`src/rtl/tl_sync_fifo_pkg.sv`:
```
// Shared helpers and types for the single-clock TileLink beat FIFO.
// Holds width/pointer helpers and the status payload seen by upstream monitors.
package tl_fifo_pkg;

    localparam int unsigned STATUS_CNT_W = 8;

    function automatic int unsigned cnt_width(input int unsigned depth);
        return $clog2(depth + 1);
    endfunction

    // Wrap by compare so non-power-of-two depths index correctly
    function automatic int unsigned ptr_next(input int unsigned ptr, input int unsigned depth);
        return (ptr == depth - 1) ? 0 : ptr + 1;
    endfunction

    typedef struct packed {
        logic [STATUS_CNT_W-1:0] count;
        logic                    almost_full;
        logic                    almost_empty;
    } tl_fifo_status_t;

endpackage

```
`src/rtl/tl_sync_fifo_if.sv`:
```
// Producer/consumer handshake bundle for tl_sync_fifo, including flush and status.
// slave = the FIFO, master = the agent driving it.
interface tl_sync_fifo_if
    import tl_fifo_pkg::*;
#(
    parameter int unsigned DATA_WIDTH = 32,
    parameter int unsigned DEPTH      = 8
) ();
    localparam int unsigned CNT_W = cnt_width(DEPTH);

    logic                  flush;
    logic                  in_valid;
    logic [DATA_WIDTH-1:0] in_data;
    logic                  in_ready;
    logic                  out_valid;
    logic [DATA_WIDTH-1:0] out_data;
    logic                  out_ready;
    logic [CNT_W-1:0]      count;
    logic                  almost_full;
    logic                  almost_empty;

    modport slave (
        input  flush, in_valid, in_data, out_ready,
        output in_ready, out_valid, out_data, count, almost_full, almost_empty
    );

    modport master (
        output flush, in_valid, in_data, out_ready,
        input  in_ready, out_valid, out_data, count, almost_full, almost_empty
    );
endinterface

```
`src/rtl/tl_sync_fifo_mem.sv`:
```
// FIFO storage: register array with one write port and one asynchronous read port.
// No reset on the array; contents are only meaningful behind the pointers.
module tl_fifo_mem #(
    parameter int unsigned DATA_WIDTH = 32,
    parameter int unsigned DEPTH      = 8,
    localparam int unsigned AW        = $clog2(DEPTH)
) (
    input  logic                  clk,
    input  logic                  we,
    input  logic [AW-1:0]         waddr,
    input  logic [DATA_WIDTH-1:0] wdata,
    input  logic [AW-1:0]         raddr,
    output logic [DATA_WIDTH-1:0] rdata
);
    logic [DATA_WIDTH-1:0] mem [DEPTH];

    always_ff @(posedge clk) begin
        if (we) mem[waddr] <= wdata;
    end

    assign rdata = mem[raddr];
endmodule

```
`src/rtl/tl_sync_fifo.sv`:
```
// Single-clock valid/ready FIFO with fill level, almost-full/empty flags and flush.
// Optional zero-latency bypass on an empty FIFO: define TL_FIFO_BYPASS_EN.
module tl_sync_fifo
    import tl_fifo_pkg::*;
#(
    parameter int unsigned DATA_WIDTH = 32,
    parameter int unsigned DEPTH      = 8,
    parameter int unsigned AF_LEVEL   = DEPTH - 2,
    parameter int unsigned AE_LEVEL   = 2
) (
    input  logic           clk,
    input  logic           reset_n,
    tl_sync_fifo_if.slave  bus
);
    localparam int unsigned CNT_W = cnt_width(DEPTH);
    localparam int unsigned PTR_W = $clog2(DEPTH);

    logic [PTR_W-1:0]      wr_ptr;
    logic [PTR_W-1:0]      rd_ptr;
    logic [CNT_W-1:0]      count;
    logic [DATA_WIDTH-1:0] rdata;
    logic                  empty;
    logic                  full;
    logic                  push;
    logic                  pop;
    logic                  pass;
    logic                  wr_en;
    logic                  rd_en;

    assign empty = (count == '0);
    assign full  = (count == CNT_W'(DEPTH));

    assign bus.in_ready = !full && !bus.flush;

`ifdef TL_FIFO_BYPASS_EN
    logic byp_c;
    // Empty FIFO forwards the producer beat straight to the consumer
    assign byp_c         = empty && !bus.flush;
    assign bus.out_valid = byp_c ? bus.in_valid : (!empty && !bus.flush);
    assign bus.out_data  = byp_c ? bus.in_data  : rdata;
    assign pass          = byp_c && bus.in_valid && bus.out_ready;
`else
    assign bus.out_valid = !empty && !bus.flush;
    assign bus.out_data  = rdata;
    assign pass          = 1'b0;
`endif

    assign push  = bus.in_valid && bus.in_ready;
    assign pop   = bus.out_valid && bus.out_ready;
    assign wr_en = push && !pass;
    assign rd_en = pop && !pass;

    assign bus.count        = count;
    assign bus.almost_full  = (count >= CNT_W'(AF_LEVEL));
    assign bus.almost_empty = (count <= CNT_W'(AE_LEVEL));

    // Pointers and fill level; flush wins over any handshake
    always_ff @(posedge clk or negedge reset_n) begin
        if (!reset_n) begin
            wr_ptr <= '0;
            rd_ptr <= '0;
            count  <= '0;
        end else if (bus.flush) begin
            wr_ptr <= '0;
            rd_ptr <= '0;
            count  <= '0;
        end else begin
            if (wr_en) wr_ptr <= PTR_W'(ptr_next(32'(wr_ptr), DEPTH));
            if (rd_en) rd_ptr <= PTR_W'(ptr_next(32'(rd_ptr), DEPTH));
            case ({wr_en, rd_en})
                2'b10:   count <= count + CNT_W'(1);
                2'b01:   count <= count - CNT_W'(1);
                default: count <= count;
            endcase
        end
    end

    tl_fifo_mem #(
        .DATA_WIDTH (DATA_WIDTH),
        .DEPTH      (DEPTH)
    ) u_mem (
        .clk   (clk),
        .we    (wr_en),
        .waddr (wr_ptr),
        .wdata (bus.in_data),
        .raddr (rd_ptr),
        .rdata (rdata)
    );
endmodule

```
`src/flat_wrapper.sv`:
```
// flat-port wrapper written by rule: the top's interface ports become plain ports
module tl_sync_fifo_flat import tl_fifo_pkg::*;
#(
    parameter int unsigned DATA_WIDTH = 32,
    parameter int unsigned DEPTH      = 8,
    parameter int unsigned AF_LEVEL   = DEPTH - 2,
    parameter int unsigned AE_LEVEL   = 2
)
  (clk, reset_n, bus_flush, bus_in_valid, bus_in_data, bus_out_ready, bus_in_ready, bus_out_valid, bus_out_data, bus_count, bus_almost_full, bus_almost_empty);
  tl_sync_fifo_if #(.DATA_WIDTH(DATA_WIDTH), .DEPTH(DEPTH)) bus_i ();
  input  logic clk;
  input  logic reset_n;
  input wire logic [$bits(bus_i.flush)-1:0] bus_flush;
  input wire logic [$bits(bus_i.in_valid)-1:0] bus_in_valid;
  input wire logic [$bits(bus_i.in_data)-1:0] bus_in_data;
  input wire logic [$bits(bus_i.out_ready)-1:0] bus_out_ready;
  output wire logic [$bits(bus_i.in_ready)-1:0] bus_in_ready;
  output wire logic [$bits(bus_i.out_valid)-1:0] bus_out_valid;
  output wire logic [$bits(bus_i.out_data)-1:0] bus_out_data;
  output wire logic [$bits(bus_i.count)-1:0] bus_count;
  output wire logic [$bits(bus_i.almost_full)-1:0] bus_almost_full;
  output wire logic [$bits(bus_i.almost_empty)-1:0] bus_almost_empty;
  assign bus_i.flush = bus_flush;
  assign bus_i.in_valid = bus_in_valid;
  assign bus_i.in_data = bus_in_data;
  assign bus_i.out_ready = bus_out_ready;
  assign bus_in_ready = bus_i.in_ready;
  assign bus_out_valid = bus_i.out_valid;
  assign bus_out_data = bus_i.out_data;
  assign bus_count = bus_i.count;
  assign bus_almost_full = bus_i.almost_full;
  assign bus_almost_empty = bus_i.almost_empty;
  tl_sync_fifo #(.DATA_WIDTH(DATA_WIDTH), .DEPTH(DEPTH), .AF_LEVEL(AF_LEVEL), .AE_LEVEL(AE_LEVEL)) u_core (.clk(clk), .reset_n(reset_n), .bus(bus_i));
endmodule
```
`config.mk`:
```
export PLATFORM = sky130hd
export DESIGN_NAME = tl_sync_fifo_flat
export DESIGN_NICKNAME = d
export VERILOG_FILES = /design/src/rtl/tl_sync_fifo_pkg.sv /design/src/rtl/tl_sync_fifo_if.sv /design/src/rtl/tl_sync_fifo_mem.sv /design/src/rtl/tl_sync_fifo.sv /design/src/flat_wrapper.sv
export SDC_FILE = /design/constraint.sdc
export NUM_CORES = 1
export LEC_CHECK = 0
export CAP_MARGIN = 20
export CORE_MARGIN = 1.5
export CORE_UTILIZATION = 60
export DETAILED_ROUTE_END_ITERATION = 8
export PLACE_DENSITY = 0.86
export SETUP_SLACK_MARGIN = 0.1
export SKIP_LAST_GASP = 1
export SYNTH_ARGS = -nofsm -noshare
export SYNTH_HDL_FRONTEND = slang
export SYNTH_SLANG_ARGS = --single-unit
```
`constraint.sdc`:
```
create_clock -name clk -period 11.5 [get_ports clk]
set_input_delay 2.875 -clock clk [delete_from_list [all_inputs] [get_ports clk]]
set_output_delay 2.875 -clock clk [all_outputs]
set_load 0.01 [all_outputs]
```
==> impl_metrics.yaml, run 1 <==
grt:
  track_usage_pct: 23.5
  grt_max_degree: 55
  grt_pass1_wl_microns: 31000
  antenna_found_initial: 0
  grt_pass1_vias: 5262
  grt-ovfl-total: 0
route:
  drtPass1Iterations: 5
  wl_microns: 20000
  vias: 4962
  vias_per_cell: 6.27
  ant_nets: 0
  drt_iter0_markers: 404
  post_drt_wl_per_cell_microns: 25.3
  drcViolationCount: 0
sta:
  period_share_pct: 63.0
  setup_violations: 0
  worst_pin_slew_ns: 1.01
  setup_ws_ns: 4.26
  period_needed_ns: 7.24
  rsz0062_at_grt: "false"
  fin_skew_ns: 0.00747
  finalHoldViolations: 0
  drv_slew: 0
  clock.fmax_mhz: 138
  setup_tns_ns: 0
  relSlewSlack_pct: 32.5
synthesis:
  synth_cells: 456
  yosys_warnings: 0
  synth_compound_area_share_pct: 0.893
  yosysTopAreaCell: "edfxtp_1"
  synthSimpleGateAreaFrac_pct: 2.82
  synthXorXnorAreaFrac_pct: 0.0845
  syn_nets: 499
  syn_area_sq_um: 10400
  ys_types: 37
  synth_seq_cells: 266
  synth_common_cells: "edfxtp_1, mux4_2, mux2_2, clkbuf_1, dfrtp_1"
  syn_area_per_cell_sq_um: 22.7
  synth-edff-count: 256
  synth_top_family_by_area: "multiplexers"
  yosysSeqAreaShare_pct: 76.6
  synth_top_area_share_pct: 74.2
  synth.top_cells.by_area: "edfxtp_1, mux4_2, mux2_2, dfrtp_1, ha_1"
  synthMuxAreaShare_pct: 17.7
  synth_adder_area_share_pct: 0.724
  synth_most_common_cell: "edfxtp_1"
  async_reset_ff_share_pct: 3.76
  synth-main-ff-cell: "edfxtp_1"
job:
  drv_cap: 0
worst_setup_path:
  cp_cell_sequence: "clkdlybuf4s50_1 -> nor2_1 -> clkdlybuf4s50_1"
  crit_path_end_kind: "output port"
  cp_max_fo: 18
  cp-start-kind: "primary input"
  crit_top_cell: "clkdlybuf4s50_1"
  critPathKind: "in -> out"
  slowest_stage: "clkdlybuf4s50_1"
  slowest_delay_ns: 0.70
  r2r-start: "u_core.bus.count[1]"
  cp.required_ns: 8.63
  cp.arrival_ns: 4.37
  crit_start: "bus_flush"
die:
  core_sq_um: 16800
  core.rowCount: 47
  dieHeight_microns: 134
  fp.dieW_microns: 134
  start_util_pct: 61.9
  io_pins: 77
  die-area_sq_um: 18100
hold_path:
  hp-class: "reg -> reg"
  min_from: "u_core.bus.count[2]"
finish:
  drive_gt1_share_pct: 29.2
  area_delta_synth_final_pct: 18.3
  finish.net_count: 596
  n_antenna_cell: 0
  fillers: 914
clocking:
  holdBufCountCts: 0
  cts_buffer_depth: 3
  clkSinkCount: 266
  clkLatencyLatePin_ns: 0.52
  numCtsBuffers: 26
  cts-root-buf: "clkbuf_16"
  path_clk_slew_ns: 0.06
  post_cts_buffers: 0
  ctsResizeCount: 0
  htree_levels: 1
  cts_tree: "yes"
place:
  port_buffers: 76
  routabilityCongestion: 0.821
  pre_cts_ws_ns: 4.27
  post-dp-hpwl_microns: 10800
power_and_ir_drop:
  powerDensity_nw_per_um2: 200
  ir_drop_mv: 0.141
  p_leak_nw: 3.89
run_status:
  outcome: "complete, no violations"
[critical path, delay by kind of cell]
family	cells	cell delay (ns)
AND/OR/NAND/NOR	1	0.23
buffers and inverters	2	1.26
[power by group]
| part | total (mW) | leakage (nW) | switching [mW] | internal, mW |
|---|---|---|---|---|
| Combinational | 0.516 | 1.05 | 0.206 | 0.310 |
| Clock | 0.785 | 0.395 | 0.331 | 0.454 |
| Sequential | 1.15 | 2.44 | 0.0552 | 1.09 |
[metrics by stage]
| step | power (mW) | area [sq um] | utilization, % | std cells | hold WS (ns) |
|---|---|---|---|---|---|
| final | 2.45 | 12300 | 73.2 | 792 | 0.708 |
| after global routing | 2.54 | 12300 | 73.2 | 792 | 0.740 |
| after CTS | 2.47 | 12200 | 73.1 | 791 | 0.701 |
| after detailed placement | 1.69 | 11500 | 68.3 | 744 | 0.692 |
| after global placement | 1.67 | 11500 | 68.3 | 744 | 0.653 |
| after floorplan | 1.49 | 10400 | - | 456 | 0.554 |
[flip-flops by register name, indices dropped and copies added (netlist names)]
signal	count
u_core.u_mem.mem	256
u_core.rd_ptr	3
u_core.wr_ptr	3
u_core.bus.count	4
[final cells by class]
class                           count  area, sq um  share of cell area, %
Clock buffer                       32          704                   5.75
Sequential cell                   266         7940                   64.8
Timing Repair Buffer               92          885                   7.22
Inverter                            3         11.3                 0.0918
Tap cell                          220          275                   2.25
Clock inverter                     15         90.1                  0.735
Multi-Input combinational cell    164         2350                   19.2
[cells by family (layout without fill, tap and decap cells)]
family,after synthesis,count (layout)
adders and majority gates,6,6
AOI/OAI and AO/OA,14,14
DFF,266,266
muxes,99,99
buffers and inverters,26,142
and+or+nand+nor,44,44
xor gates and xnor gates,1,1
[path summary, 6_finish.rpt]
path / to / slack (ns) / cells after the start
worst min register to register: u_core.bus.count[2] / 0.71 / 2
worst min-delay path: u_core.bus.count[2] / 0.71 / 2
worst max register to register: u_core.u_mem.mem[1][30] / 8.24 / 5
worst max-delay path: bus_in_ready / 4.26 / 3
min in group asynchronous: u_core.bus.count[3] / 2.70 / 1
max in group asynchronous: u_core.rd_ptr[0] / 8.42 / 1
[metal layers]
layer	GRT usage (%)	up-vias	part of all wire, %
li1	-	2125	-
met1	32.0	2609	40
met2	40.1	194	52
met3	3.55	34	6.5
met4	7.17	0	2.1
met5	0	-	0
[cell usage in the layout, fill, tap and decap left out, types with 3 or more instances in the layout]
cell type / instances
clkdlybuf4s50_1: 76
nand2_1: 7
clkbuf_16: 27
nor3_2: 4
nand2b_1: 3
nor2_1: 7
buf_4: 15
clkinv_1: 8
clkbuf_1: 4
edfxtp_1: 256
dfrtp_1: 7
nand3b_1: 5
a21oi_1: 3
o21ai_0: 3
clkinv_2: 6
inv_1: 3
mux2_2: 35
ha_1: 6
mux4_2: 64
Power figures use the tool's default switching activity.
==> run 2, diff against run 1 <==
--- a/config.mk
+++ b/config.mk
@@ -7,9 +7,9 @@
 export LEC_CHECK = 0
 export CAP_MARGIN = 20
 export CORE_MARGIN = 1.5
-export CORE_UTILIZATION = 60
+export CORE_UTILIZATION = 52
 export DETAILED_ROUTE_END_ITERATION = 8
-export PLACE_DENSITY = 0.86
+export PLACE_DENSITY = 0.8
 export SETUP_SLACK_MARGIN = 0.1
 export SKIP_LAST_GASP = 1
 export SYNTH_ARGS = -nofsm -noshare
==> constraint.sdc (replaced) <==
create_clock -name clk -period 6 [get_ports clk]
set_input_delay 1.5 -clock clk [delete_from_list [all_inputs] [get_ports clk]]
set_output_delay 1.5 -clock clk [all_outputs]
set_load 0.01 [all_outputs]
==> run 2 against run 1 <==
Sequential share of layout area shrank 0.32 points. Worst hold slack lost 0.0066 ns. Non-clock buffer count is the same. Register-to-register slack lost 5.1 ns. Largest power group unchanged. Clock power grew 87%. Critical path type is now reg -> out. Cell count grew 5.1%. Cell area grew 0.49%. Total power grew 90%. First-iteration DRC count shrank 6.9%. Combinational power grew 82%. Clock skew shrank 0.00066 ns.
==> impl_metrics.yaml, run 2 (synthesis gave the netlist of run 1 again) <==
finish:
  drive_gt1_share_pct: 28.8
  final_cell_mix: "edfxtp_1, clkdlybuf4s50_1, mux4_2, mux2_2, clkbuf_16"
  finish.net_count: 596
  top_register: "u_core.u_mem.mem"
  ff_latch_area_sq_um: 7940
  multi_input_area_sq_um: 2370
  reg.largest.list: "u_core.u_mem.mem (256), u_core.bus.count (4)"
  area_delta_synth_final_pct: 18.9
  fin_cells: 832
  largest_reg_flops: 256
  fillers: 1324
  layout_commonest_cell: "edfxtp_1"
route:
  vias_per_cell: 5.76
  drt_iter0_markers: 376
  wl_microns: 19100
  drcViolationCount: 0
  post_drt_wl_per_cell_microns: 23.0
  vias: 4795
  drtPass1Iterations: 4
  ant_nets: 0
sta:
  period_needed_ns: 4.80
  rsz0062_at_grt: "false"
  worst_pin_slew_ns: 1.08
  whs_ns: 0.701
  fin_skew_ns: 0.00681
  drv_slew: 0
  setup_tns_ns: 0
  relSlewSlack_pct: 28.1
  period_share_pct: 80.1
  setup_violations: 0
  clock.fmax_mhz: 208
  finalHoldViolations: 0
clocking:
  numCtsBuffers: 26
  path_clk_slew_ns: 0.06
  clkLatencyLatePin_ns: 0.52
  cts_tree: "yes"
  clkSinkCount: 266
  holdBufCountCts: 0
  cts_buffer_depth: 3
  post_cts_buffers: 0
  htree_levels: 1
  cts-root-buf: "clkbuf_16"
  ctsResizeCount: 0
grt:
  grt_pass1_wl_microns: 29000
  antenna_found_initial: 0
  grt_max_degree: 51
  grt-ovfl-total: 0
  track_usage_pct: 19.0
  grt_pass1_vias: 5123
die:
  start_util_pct: 53.1
  fp.dieW_microns: 144
  core.rowCount: 51
  die-area_sq_um: 20800
  core_sq_um: 19500
  io_pins: 77
  dieHeight_microns: 144
job:
  drv_cap: 0
place:
  port_buffers: 76
  post-dp-hpwl_microns: 10600
  dp_cells: 789
  routabilityCongestion: 0.778
worst_setup_path:
  cp.required_ns: 4.50
  crit_path_end_kind: "output port"
  critPathKind: "reg -> out"
  cp.arrival_ns: 3.30
  cp-start-kind: "flip-flop"
  cp_max_fo: 50
power_and_ir_drop:
  p_leak_nw: 3.87
  ir_drop_mv: 0.286
  powerDensity_nw_per_um2: 379
run_status:
  outcome: "complete, no violations"
hold_path:
  hp-class: "reg -> reg"
-- run 2: cell count changes in the layout (fill, tap and decap cells not counted), sizes merged --
| cell | delta |
|---|---|
| diode | +1 |
| inv | +1 |
| clkinv | -7 |
-- run 2: worst paths after layout --
kind                                     start                   to  slack, ns  cells past startpoint
max                           u_core.rd_ptr[0]      bus_out_data[5]       1.20                      4
min                        u_core.bus.count[2]  u_core.bus.count[2]       0.70                      2
max reg2reg                u_core.bus.count[1]  u_core.bus.count[3]       3.12                      8
min reg2reg                u_core.bus.count[2]  u_core.bus.count[2]       0.70                      2
max in group asynchronous              reset_n     u_core.rd_ptr[0]       4.33                      1
min in group asynchronous              reset_n  u_core.bus.count[0]       1.31                      1
-- run 2: report_power, final --
part	switching [mW]	leakage (nW)	internal (mW)
registers	0.159	2.44	2.10
logic	0.334	1.06	0.603
clock network	0.621	0.373	0.853
-- run 2: area by class of cell --
type	instances	area share (%)
flip-flops and latches	266	64.5
multi-input cells	164	19.2
repair buffers	92	7.31
clock buffers	32	5.64
well taps	265	2.69
clock inverters	9	0.548
inverters	3	0.0914
diodes	1	0.0203
-- run 2: metrics by stage --
stage	area (sq um)	power (mW)	setup WS, ns	utilization (%)
floorplan	10400	2.86	0.260	-
global placement	11500	3.22	1.59	59.0
detailed placement	11500	3.25	1.50	59.0
CTS	12300	4.72	1.11	62.9
global route	12300	4.85	0.971	63.1
finish	12300	4.67	1.20	63.1
-- run 2: critical path, stage by stage (launching register included) --
cell and delay, ns:
dfrtp_4 1.05, buf_4 0.39, mux4_2 0.53, mux2_2 0.29, clkdlybuf4s50_1 0.48
-- run 2: layer usage --
metal | GRT usage [%] | wire [microns]
met1 | 26.1 | 7980
met4 | 5.64 | 437
met2 | 31.8 | 9850
met5 | 0 | 0
met3 | 3.01 | 840
==> run 3, diff against run 2 <==
==> constraint.sdc (replaced) <==
create_clock -name clk -period 4 [get_ports clk]
set_input_delay 1 -clock clk [delete_from_list [all_inputs] [get_ports clk]]
set_output_delay 1 -clock clk [all_outputs]
set_load 0.01 [all_outputs]
==> run 3 against run 2 <==
Clock-buffer cell count is 1 lower. Non-clock buffer count is 9 higher. Core utilization up 1.2 points. Worst hold slack improved by 0.028 ns. Clock power is 71% higher. Die area did not move. Register-to-register slack got worse by 1.9 ns. Total power rose by 59%. Combinational power rose by 76%. First-iteration DRC count fell by 4.3%. Sequential cell count stayed put. Largest power group unchanged. Highest routed layer unchanged.
==> impl_metrics.yaml, run 3 (synthesis gave the netlist of run 1 again) <==
worst_setup_path:
  cp.required_ns: 3.00
  cp-start-kind: "flip-flop"
  cp.arrival_ns: 2.63
  critPathKind: "reg -> out"
  crit_path_end_kind: "output port"
  cp_max_fo: 11
route:
  wl_microns: 20000
  drcViolationCount: 0
  ant_nets: 0
  vias: 4935
  vias_per_cell: 5.83
  post_drt_wl_per_cell_microns: 23.6
  drtPass1Iterations: 4
  drt_iter0_markers: 360
finish:
  reg.largest.list: "u_core.u_mem.mem (256), u_core.bus.count (4)"
  drive_gt1_share_pct: 30.6
  largest_reg_flops: 256
  ff_latch_area_sq_um: 7940
  n_antenna_cell: 0
  final_cell_mix: "edfxtp_1, clkdlybuf4s50_1, mux4_2, mux2_2, clkbuf_16"
  fillers: 1288
  utilization_pct: 64.3
  top_register: "u_core.u_mem.mem"
  multi_input_area_sq_um: 2380
  area_delta_synth_final_pct: 21.2
  layout_commonest_cell: "edfxtp_1"
  finish.net_count: 605
die:
  dieHeight_microns: 144
  die-area_sq_um: 20800
  start_util_pct: 53.1
  core_sq_um: 19500
  io_pins: 77
  fp.dieW_microns: 144
  core.rowCount: 51
power_and_ir_drop:
  p_leak_nw: 4.00
  ir_drop_mv: 0.464
  finalPower_mw: 7.41
  powerDensity_nw_per_um2: 590
clocking:
  holdBufCountCts: 0
  cts-root-buf: "clkbuf_16"
  htree_levels: 1
  cts_tree: "yes"
  clkSinkCount: 266
  cts_buffer_depth: 3
  numCtsBuffers: 26
  path_clk_slew_ns: 0.07
  clkLatencyLatePin_ns: 0.51
sta:
  relSlewSlack_pct: 63.5
  worst_pin_slew_ns: 0.543
  fin_skew_ns: 0.00799
  drv_slew: 0
  period_needed_ns: 3.63
  finalHoldViolations: 0
  setup_ws_ns: 0.373
  rsz0062_at_grt: "false"
  clock.fmax_mhz: 276
  setup_violations: 0
  period_share_pct: 90.7
grt:
  grt_max_degree: 37
  grt_pass1_wl_microns: 30500
  grt_pass1_vias: 5283
  grt-ovfl-total: 0
  antenna_found_initial: 1
  track_usage_pct: 20.0
place:
  routabilityCongestion: 0.808
  port_buffers: 76
  post-dp-hpwl_microns: 11400
  pre_cts_ws_ns: 0.283
run_status:
  outcome: "complete, no violations"
hold_path:
  hp-class: "reg -> reg"
job:
  drv_cap: 0
-- run 3: cell count changes in the layout (fill, tap and decap cells not counted), sizes merged --
cell,change
buf,+9
bufinv,+4
clkbuf,-1
clkinv,+5
diode,-1
inv,-1
-- run 3: final timing paths --
kind	start	to	slack, ns	depth (start not counted)
hold reg to reg	u_core.bus.count[2]	u_core.bus.count[2]	0.73	2
setup reg to reg	u_core.bus.count[1]	u_core.bus.count[3]	1.18	8
setup / recovery	u_core.rd_ptr[0]	bus_out_data[3]	0.37	4
hold / removal	u_core.bus.count[2]	u_core.bus.count[2]	0.73	2
max in group asynchronous	reset_n	u_core.rd_ptr[0]	2.83	1
min in group asynchronous	reset_n	u_core.bus.count[2]	0.81	1
-- run 3: power breakdown --
group | switching (mW) | internal (mW)
Clock | 0.974 | 1.55
Combinational | 0.694 | 0.953
Sequential | 0.0927 | 3.15
-- run 3: stage by stage --
step	cells	area, sq um	hold slack (ns)	setup TNS, ns
6_report	847	12600	0.729	0
5_1_grt	847	12600	0.773	0
4_1_cts	847	12600	0.730	0
3_5_place_dp	796	11600	0.716	0
3_3_place_gp	796	11600	0.682	0
2_1_floorplan	456	10400	0.557	-49.63
-- run 3: timing repair --
action / CTS / global route
buffers inserted: 3 / 0
setup endpoints to repair: 2 / 0
gates resized for setup: 0 / 0
-- run 3: metal layers --
layer | GRT usage, % | share of wire [%] | up-vias
met2 | 34.6 | 51 | 165
met1 | 26.6 | 41 | 2605
met5 | 0 | 0 | -
li1 | - | - | 2129
met4 | 5.16 | 2.1 | 0
met3 | 3.25 | 5.5 | 36
-- run 3: layout make-up --
cell class | count | area share (%)
clock inverters | 17 | 1.63
well taps | 265 | 2.64
inverters | 3 | 0.0896
flip-flops and latches | 266 | 63.2
repair buffers | 101 | 7.95
clock buffers | 31 | 5.50
multi-input cells | 164 | 19.0
-- run 3: worst max-delay path, stage by stage (launching register included) --
cell and delay [ns]:
dfrtp_4 0.51, buf_4 0.29, mux4_2 0.54, mux2_2 0.29
clkdlybuf4s50_1 0.49
